### config.mk
export PLATFORM = sky130hd
export DESIGN_NAME = imm_gen_stage
export DESIGN_NICKNAME = d
export VERILOG_FILES = /design/src/rtl/imm_gen_stage_pkg.sv /design/src/rtl/imm_gen_stage_decode.sv /design/src/rtl/imm_gen_stage.sv
export SDC_FILE = /design/constraint.sdc
export NUM_CORES = 1
export LEC_CHECK = 0
export ABC_CLOCK_PERIOD_IN_PS = 3900
export CAP_MARGIN = 10
export CELL_PAD_IN_SITES_DETAIL_PLACEMENT = 0
export CELL_PAD_IN_SITES_GLOBAL_PLACEMENT = 1
export CORE_MARGIN = 2
export CORE_UTILIZATION = 40
export CTS_CLUSTER_SIZE = 10
export DETAILED_ROUTE_END_ITERATION = 7
export GPL_TIMING_DRIVEN = 1
export PLACE_DENSITY_LB_ADDON = 0.1
export SETUP_SLACK_MARGIN = 0.02
export SYNTH_ARGS = -nofsm -noshare
export SYNTH_HDL_FRONTEND = slang
export SYNTH_HIERARCHICAL = 1
export SYNTH_SLANG_ARGS = --single-unit
### constraint.sdc
create_clock -name i_clk -period 3.9 [get_ports i_clk]
set_input_delay 0.78 -clock i_clk [delete_from_list [all_inputs] [get_ports i_clk]]
set_output_delay 0.78 -clock i_clk [all_outputs]
set_load 0.02 [all_outputs]
### src/rtl/imm_gen_stage_pkg.sv
// Shared RISC-V decode definitions: opcode values, immediate format codes and
// the default datapath width used by the immediate generation stage.
package rv_pkg;

  localparam int XLEN_DEFAULT = 32;

  localparam logic [6:0] OP_LOAD   = 7'b0000011;
  localparam logic [6:0] OP_IMM    = 7'b0010011;
  localparam logic [6:0] OP_JALR   = 7'b1100111;
  localparam logic [6:0] OP_STORE  = 7'b0100011;
  localparam logic [6:0] OP_BRANCH = 7'b1100011;
  localparam logic [6:0] OP_LUI    = 7'b0110111;
  localparam logic [6:0] OP_AUIPC  = 7'b0010111;
  localparam logic [6:0] OP_JAL    = 7'b1101111;
  localparam logic [6:0] OP_SYSTEM = 7'b1110011;

  typedef enum logic [2:0] {
    FMT_NONE = 3'd0,
    FMT_I    = 3'd1,
    FMT_S    = 3'd2,
    FMT_B    = 3'd3,
    FMT_U    = 3'd4,
    FMT_J    = 3'd5,
    FMT_Z    = 3'd6
  } imm_fmt_e;

endpackage

### src/rtl/imm_gen_stage_decode.sv
// Combinational immediate decoder: picks the instruction format from the
// opcode and assembles the sign- or zero-extended immediate at XLEN bits.
module imm_decode
  import rv_pkg::*;
#(
  parameter int XLEN     = XLEN_DEFAULT,
  parameter int EN_ZICSR = 1
) (
  input  logic [31:0]     i_instr,
  output logic [XLEN-1:0] o_imm,
  output imm_fmt_e        o_fmt,
  output logic            o_illegal
);

  logic [6:0] opcode;

  assign opcode    = i_instr[6:0];
  assign o_illegal = (i_instr[1:0] != 2'b11);

  // Format select and immediate assembly; a non-32-bit encoding always
  // yields an empty immediate regardless of the opcode bits.
  always_comb begin
    o_fmt = FMT_NONE;
    o_imm = '0;
    if (!o_illegal) begin
      case (opcode)
        OP_LOAD, OP_IMM, OP_JALR: begin
          o_fmt = FMT_I;
          o_imm = XLEN'($signed(i_instr[31:20]));
        end
        OP_STORE: begin
          o_fmt = FMT_S;
          o_imm = XLEN'($signed({i_instr[31:25], i_instr[11:7]}));
        end
        OP_BRANCH: begin
          o_fmt = FMT_B;
          o_imm = XLEN'($signed({i_instr[31], i_instr[7], i_instr[30:25],
                                 i_instr[11:8], 1'b0}));
        end
        OP_LUI, OP_AUIPC: begin
          o_fmt = FMT_U;
          o_imm = XLEN'($signed({i_instr[31:12], 12'b0}));
        end
        OP_JAL: begin
          o_fmt = FMT_J;
          o_imm = XLEN'($signed({i_instr[31], i_instr[19:12], i_instr[20],
                                 i_instr[30:21], 1'b0}));
        end
        OP_SYSTEM: begin
          // CSR immediate forms (funct3[2] set) carry a 5-bit zimm in rs1.
          if ((EN_ZICSR != 0) && i_instr[14]) begin
            o_fmt = FMT_Z;
            o_imm = XLEN'(i_instr[19:15]);
          end else begin
            o_fmt = FMT_I;
            o_imm = XLEN'($signed(i_instr[31:20]));
          end
        end
        default: begin
          o_fmt = FMT_NONE;
          o_imm = '0;
        end
      endcase
    end
  end

endmodule

### src/rtl/imm_gen_stage.sv
// Immediate generation pipeline stage: decodes on the input side, then holds
// results in an output register backed by a single skid entry so that the
// upstream ready is a pure register output.
//
// Handshake: a beat moves upstream when i_valid && o_ready and downstream when
// o_valid && i_ready. While o_valid is high the output fields stay unchanged
// until the downstream transfer; o_ready is low only while the skid entry is
// occupied, so it never depends on i_ready in the same cycle.
module imm_gen_stage
  import rv_pkg::*;
#(
  parameter int XLEN     = XLEN_DEFAULT,
  parameter int EN_ZICSR = 1
) (
  input  logic            i_clk,
  input  logic            i_rst,
  input  logic            i_flush,
  input  logic            i_valid,
  input  logic [31:0]     i_instr,
  output logic            o_ready,
  output logic            o_valid,
  input  logic            i_ready,
  output logic [31:0]     o_instr,
  output logic [XLEN-1:0] o_imm,
  output logic [2:0]      o_fmt,
  output logic            o_illegal
);

  typedef struct packed {
    logic [31:0]     instr;
    logic [XLEN-1:0] imm;
    imm_fmt_e        fmt;
    logic            illegal;
  } entry_t;

  entry_t dec_entry;
  entry_t out_entry;
  entry_t skid_entry;
  logic   out_valid;
  logic   skid_valid;

  logic [XLEN-1:0] dec_imm;
  imm_fmt_e        dec_fmt;
  logic            dec_illegal;

  logic up_xfer;
  logic load_out;

  imm_decode #(
    .XLEN     (XLEN),
    .EN_ZICSR (EN_ZICSR)
  ) u_decode (
    .i_instr   (i_instr),
    .o_imm     (dec_imm),
    .o_fmt     (dec_fmt),
    .o_illegal (dec_illegal)
  );

  // Package the incoming beat with its decoded fields.
  always_comb begin
    dec_entry         = '0;
    dec_entry.instr   = i_instr;
    dec_entry.imm     = dec_imm;
    dec_entry.fmt     = dec_fmt;
    dec_entry.illegal = dec_illegal;
  end

  assign o_ready  = !skid_valid;
  assign up_xfer  = i_valid && !skid_valid;
  // The output register may take a new value when it is empty or draining.
  assign load_out = !out_valid || i_ready;

  // Occupancy flags; reset beats flush, flush beats any transfer.
  always_ff @(posedge i_clk) begin
    if (i_rst) begin
      out_valid  <= 1'b0;
      skid_valid <= 1'b0;
    end else if (i_flush) begin
      out_valid  <= 1'b0;
      skid_valid <= 1'b0;
    end else if (load_out) begin
      out_valid  <= skid_valid || up_xfer;
      skid_valid <= 1'b0;
    end else if (up_xfer) begin
      skid_valid <= 1'b1;
    end
  end

  // Entry payloads: the skid entry is always older than the input beat, so it
  // refills the output register first to preserve arrival order.
  always_ff @(posedge i_clk) begin
    if (i_rst) begin
      out_entry  <= '0;
      skid_entry <= '0;
    end else if (!i_flush) begin
      if (load_out) begin
        if (skid_valid) begin
          out_entry <= skid_entry;
        end else if (up_xfer) begin
          out_entry <= dec_entry;
        end
      end else if (up_xfer) begin
        skid_entry <= dec_entry;
      end
    end
  end

  assign o_valid   = out_valid;
  assign o_instr   = out_entry.instr;
  assign o_imm     = out_entry.imm;
  assign o_fmt     = out_entry.fmt;
  assign o_illegal = out_entry.illegal;

endmodule

Word-level counts from Yosys, hierarchy flattened
Cells that the tools add are included.
- flip-flop bits (word level): 138
- bits of input ports: 37
- logic and storage cells: 42
- equal/unequal tests: 10
- mux-type cells: 8
- bitwise logic cells: 2
- reduce and logical (&&, ||, !) cells: 12
- operator list (cell ; number):
    one-hot mux 32 bit (6 select lines) ; 1
    2-to-1 mux 68 bit ; 2
    2-to-1 mux 32 bit ; 2
    == test 7 bit (second input constant) ; 4
    one-hot mux 3 bit (6 select lines) ; 1
    == test 7 x 5 -> 1 bit (second input constant) ; 2
    == test 7 x 6 -> 1 bit (second input constant) ; 2
    == test 7 x 2 -> 1 bit (second input constant) ; 1
    2-to-1 mux 3 bit ; 2
    AND reduction 3 bit ; 2
    OR reduction 3 bit ; 2
    OR reduction 2 bit ; 2
    logical NOT 1 bit ; 2
    logical OR 1 bit ; 2
    != test 2 bit (second input constant) ; 1
    NOT 1 bit ; 2
    nonzero test 2 bit ; 1
    logical AND 1 bit ; 1

Longest topological paths before layout
- depth after elaboration: 6
- gate-level depth with buffers: 9
- depth with buffers taken out: 7

Hierarchy
Netlist, hierarchy kept.
- by module, submodules not included (module ; instances ; cells each ; area an instance (um^2) ; seq. area each (um^2)):
    imm_gen_stage ; 1 ; 692 ; 6615.1 ; 2762.6
    imm_decode ; 1 ; 95 ; 599.3 ; 0.0

Least setup slack after synthesis
Ideal clock, no wire load.
- kind: input -> register
- start point: input i_instr[6]
- end point: register out_entry (netlist bit o_imm[12])
- library setup time: 134 ps
- data arrival time: 2308 ps
- required time: 3766 ps
- slack: 1457 ps
- cell stages on the path: 9
- path buffers: 2
- path through: clkbuf_2 > nand4b_1 > nor2_1 > or2_2 > buf_2 > a21o_1 > mux2_2 > nor4_1 > a211oi_1
- word-level cells in the longest chain between the ends: 6
- ends and longest elaborated chain (element ; line ; source):
    from (decl) ; imm_gen_stage.sv:19 ; input logic [31:0] i_instr,
    == test 7 x 2 -> 1 bit, or another cell as far along ; imm_gen_stage_decode.sv:26 ; case (opcode)
    OR reduction 3 bit / OR reduction 2 bit (equally long branches) ; imm_gen_stage_decode.sv:26 ;
    one-hot mux 32 bit (6 select lines) * ; imm_gen_stage_decode.sv:26 ;
    2-to-1 mux 32 bit * ; imm_gen_stage_decode.sv:25 ; if (!o_illegal) begin
    via dec_imm[12] ; imm_gen_stage.sv:42 ; logic [XLEN-1:0] dec_imm;
    2-to-1 mux 68 bit * ; imm_gen_stage.sv:99 ; end else if (up_xfer) begin
    2-to-1 mux 68 bit * ; imm_gen_stage.sv:97 ; if (skid_valid) begin
    to (signal assigned) ; imm_gen_stage.sv:98 ; out_entry <= skid_entry;
    to (signal assigned) ; imm_gen_stage.sv:100 ; out_entry <= dec_entry;
    to (decl) ; imm_gen_stage.sv:37 ; entry_t out_entry;
Mark *: on every way through the listed nets, which the timed path passes. The rest lies on a longest branch. The select of a mux whose other input is x is not followed.
A chain may end at the register's enable or synchronous reset.

Worst setup path in the final report
- start point: input i_instr[4]
- end point: register out_entry (netlist bit o_imm[19])
The elaborated chain is that of the path after synthesis.

==> impl_metrics.py <==
metrics = {
    "floorplan": {
        "dieHeight_um": 138,
        "rows": 49,
        "pin_count": 107,
        "die_w_um": 138,
        "initial_core_util_pct": 40.4,
        "dieArea_mm2": 0.0191,
        "core_area_mm2": 0.0178,
    },
    "yosys": {
        "ys_types": 38,
        "async_flop_share_pct": 0,
        "synth-seq-area-share_pct": 38.3,
        "synth.area.top_cells": "dfxtp_1, nand2b_1, mux2_2",
        "synth_nets": 824,
        "synth-main-ff-cell": "dfxtp_1",
        "synth_area_per_cell_um2": 9.17,
        "yosys_warnings": 6,
        "synth_seq_cells": 138,
        "synth_edf_count": 0,
        "synth_cells": 787,
        "synth_top_area_share_pct": 38.3,
        "synthesis.area_mm2": 0.00721,
        "yosys.area.top_type": "dfxtp_1",
    },
    "clock_tree": {
        "clock_sinks": 138,
        "cts_buffers": 17,
        "cts_setup_buffers": 0,
        "clk_path_buf_depth": 2,
        "htreeDepth": 4,
        "cts_tree": "built",
        "path_clk_slew_ns": 0.06,
        "root_buffer": "clkbuf_16",
        "post_cts_resized": 0,
        "insertion_delay_ns": 0.42,
        "cts_hold_buf": 0,
    },
    "cells_and_area": {
        "nNetsFinal": 883,
        "n_fill_cell": 1690,
        "most-common-layout-cells": "nand2b_1, dfxtp_1, clkdlybuf4s50_1, inv_1, nor4_1",
        "diodes": 0,
        "syn2layout_area_growth_pct": 23.0,
        "final_common_cell": "nand2b_1",
        "layout-drive-gt1-share_pct": 14.4,
    },
    "detailed_routing": {
        "ant_nets": 0,
        "drt-initial-drc-count": 462,
        "wl_um": 20400,
        "via_count": 5812,
        "drt-vias-per-instance": 5.36,
        "dr.pass1.iters": 5,
        "drc_errors": 0,
        "wire_per_inst_um": 18.8,
    },
    "global_route": {
        "grt-ovfl-total": 0,
        "antenna_found_initial": 0,
        "track_usage_pct": 21.7,
        "grt_pass1_wl_um": 33100,
        "grt_pass1_vias": 6008,
        "grt_max_degree": 141,
    },
    "timing": {
        "worst_pin_slew_ns": 0.850,
        "period_needed_ns": 2.97,
        "period_share_pct": 76.2,
        "setup_tns_ns": 0,
        "slew_headroom_pct": 43.3,
        "fin_hold_ws_ns": 0.454,
        "slew_violations": 0,
        "rsz0062_at_grt": "no",
        "skew_ns": 0.00446,
        "fmax_ghz": 0.337,
        "setup_viol": 0,
        "hold_viol": 0,
    },
    "setup_path": {
        "cp_max_fo": 11,
        "critPathKind": "in -> reg",
        "crit_arrival_ns": 3.24,
        "end_kind": "flop",
        "required_ns": 4.17,
        "slowest_stage": "clkdlybuf4s50_1",
        "cp-start-kind": "input port",
        "crit_path_cell_trace": "clkdlybuf4s50_1 -> nand4b_1 -> nor2_1 -> or2_2 -> a21o_1 -> mux2_2 -> nor4_1 -> a211oi_1",
        "slowest_delay_ns": 0.68,
    },
    "power_and_ir_drop": {
        "p_leak_nw": 3.09,
        "ir_worst_vdd_mv": 0.307,
        "pwr_density_cell_mw_per_mm2": 394,
    },
    "outcome": {
        "status": "completed",
    },
    "worst_hold_path": {
        "hold_class": "reg -> reg",
    },
    "placement": {
        "portBuffers": 106,
        "gp_congestion": 0.821,
        "hpwl_um": 13000,
    },
    "flow_run": {
        "drv_cap": 0,
    },
}
==> per-stage QoR <==
| stage | area [µm²] | std cells | worst slack, ns | power, mW | util, % |
|---|---|---|---|---|---|
| 2_1_floorplan | 7210 | 787 | 1.46 | 1.78 | - |
| 3_3_place_gp | 8320 | 1056 | 0.596 | 1.99 | 46.7 |
| 3_5_place_dp | 8320 | 1056 | 0.498 | 1.99 | 46.7 |
| 4_1_cts | 8870 | 1085 | 0.939 | 3.53 | 49.7 |
| 5_1_grt | 8870 | 1085 | 0.735 | 3.63 | 49.7 |
| 6_report | 8870 | 1085 | 0.929 | 3.50 | 49.7 |
==> worst paths after layout <==
check                      startpoint                       end  slack, ns  cells after the start
max                        i_instr[4]    o_imm[19]$_SDFFE_PP0P_       0.93                      8
min          o_instr[16]$_SDFFE_PP0P_  o_instr[16]$_SDFFE_PP0P_       0.45                      2
max reg2reg   skid_valid$_SDFFE_PP0P_    o_imm[19]$_SDFFE_PP0P_       1.43                      4
min reg2reg  o_instr[16]$_SDFFE_PP0P_  o_instr[16]$_SDFFE_PP0P_       0.45                      2
==> final cells by class <==
class / count / area [µm²] / area share [%]
flip-flops and latches: 138 / 2760 / 31.1
clock inverters: 8 / 71.3 / 0.804
clock buffers: 21 / 480 / 5.41
repair buffers: 117 / 1160 / 13.1
well taps: 229 / 287 / 3.23
inverters: 71 / 267 / 3.00
multi-input cells: 501 / 3840 / 43.3
==> cells by family after synthesis <==
logic type	Yosys count	synth area share (%)
and+or+nand+nor	259	22.1
buffers and inverters	148	8.69
DFF	138	38.3
muxes	136	20.0
AOI/OAI and AO/OA	106	10.9
==> sequential cells by signal, indices dropped and copies added, names as in the netlist <==
name / flops
o_instr: 32
skid_valid: 1
o_fmt: 3
o_illegal: 1
skid_entry: 68
o_valid: 1
o_imm: 32
==> power breakdown <==
part	internal (mW)	switching, mW
clock network	0.928	0.606
registers	1.46	0.0291
logic	0.214	0.257
total	2.60	0.892
==> cell usage after synthesis (2+ instances only) <==
master,instances
a211oi_1,69
a21o_1,12
a21oi_1,12
a22o_1,4
a31oi_1,2
buf_2,17
buf_4,3
buf_6,5
clkbuf_1,51
dfxtp_1,138
inv_1,71
mux2_2,68
mux2i_1,68
nand2_1,16
nand2b_1,138
nand3b_1,2
nand4b_1,2
nor2_1,4
nor2b_1,7
nor3_1,4
nor3b_1,2
nor4_1,70
o21ai_0,2
or2_2,4
or3_1,3
==> layer usage <==
layer	GRT usage (%)	share of wire (%)	up-vias
li1	-	-	2866
met1	27.6	46	2790
met2	36.2	47	127
met3	4.71	4.6	29
met4	8.06	2.4	0
met5	0	0	-
==> critical path, delay by kind of cell <==
kind,cells,cell delay (ns)
AO/OA/AOI/OAI,2,0.33
buffers and inverters,1,0.68
multiplexers,1,0.27
AND/OR/NAND/NOR,4,1.16
(Power assumes the default switching activity.)
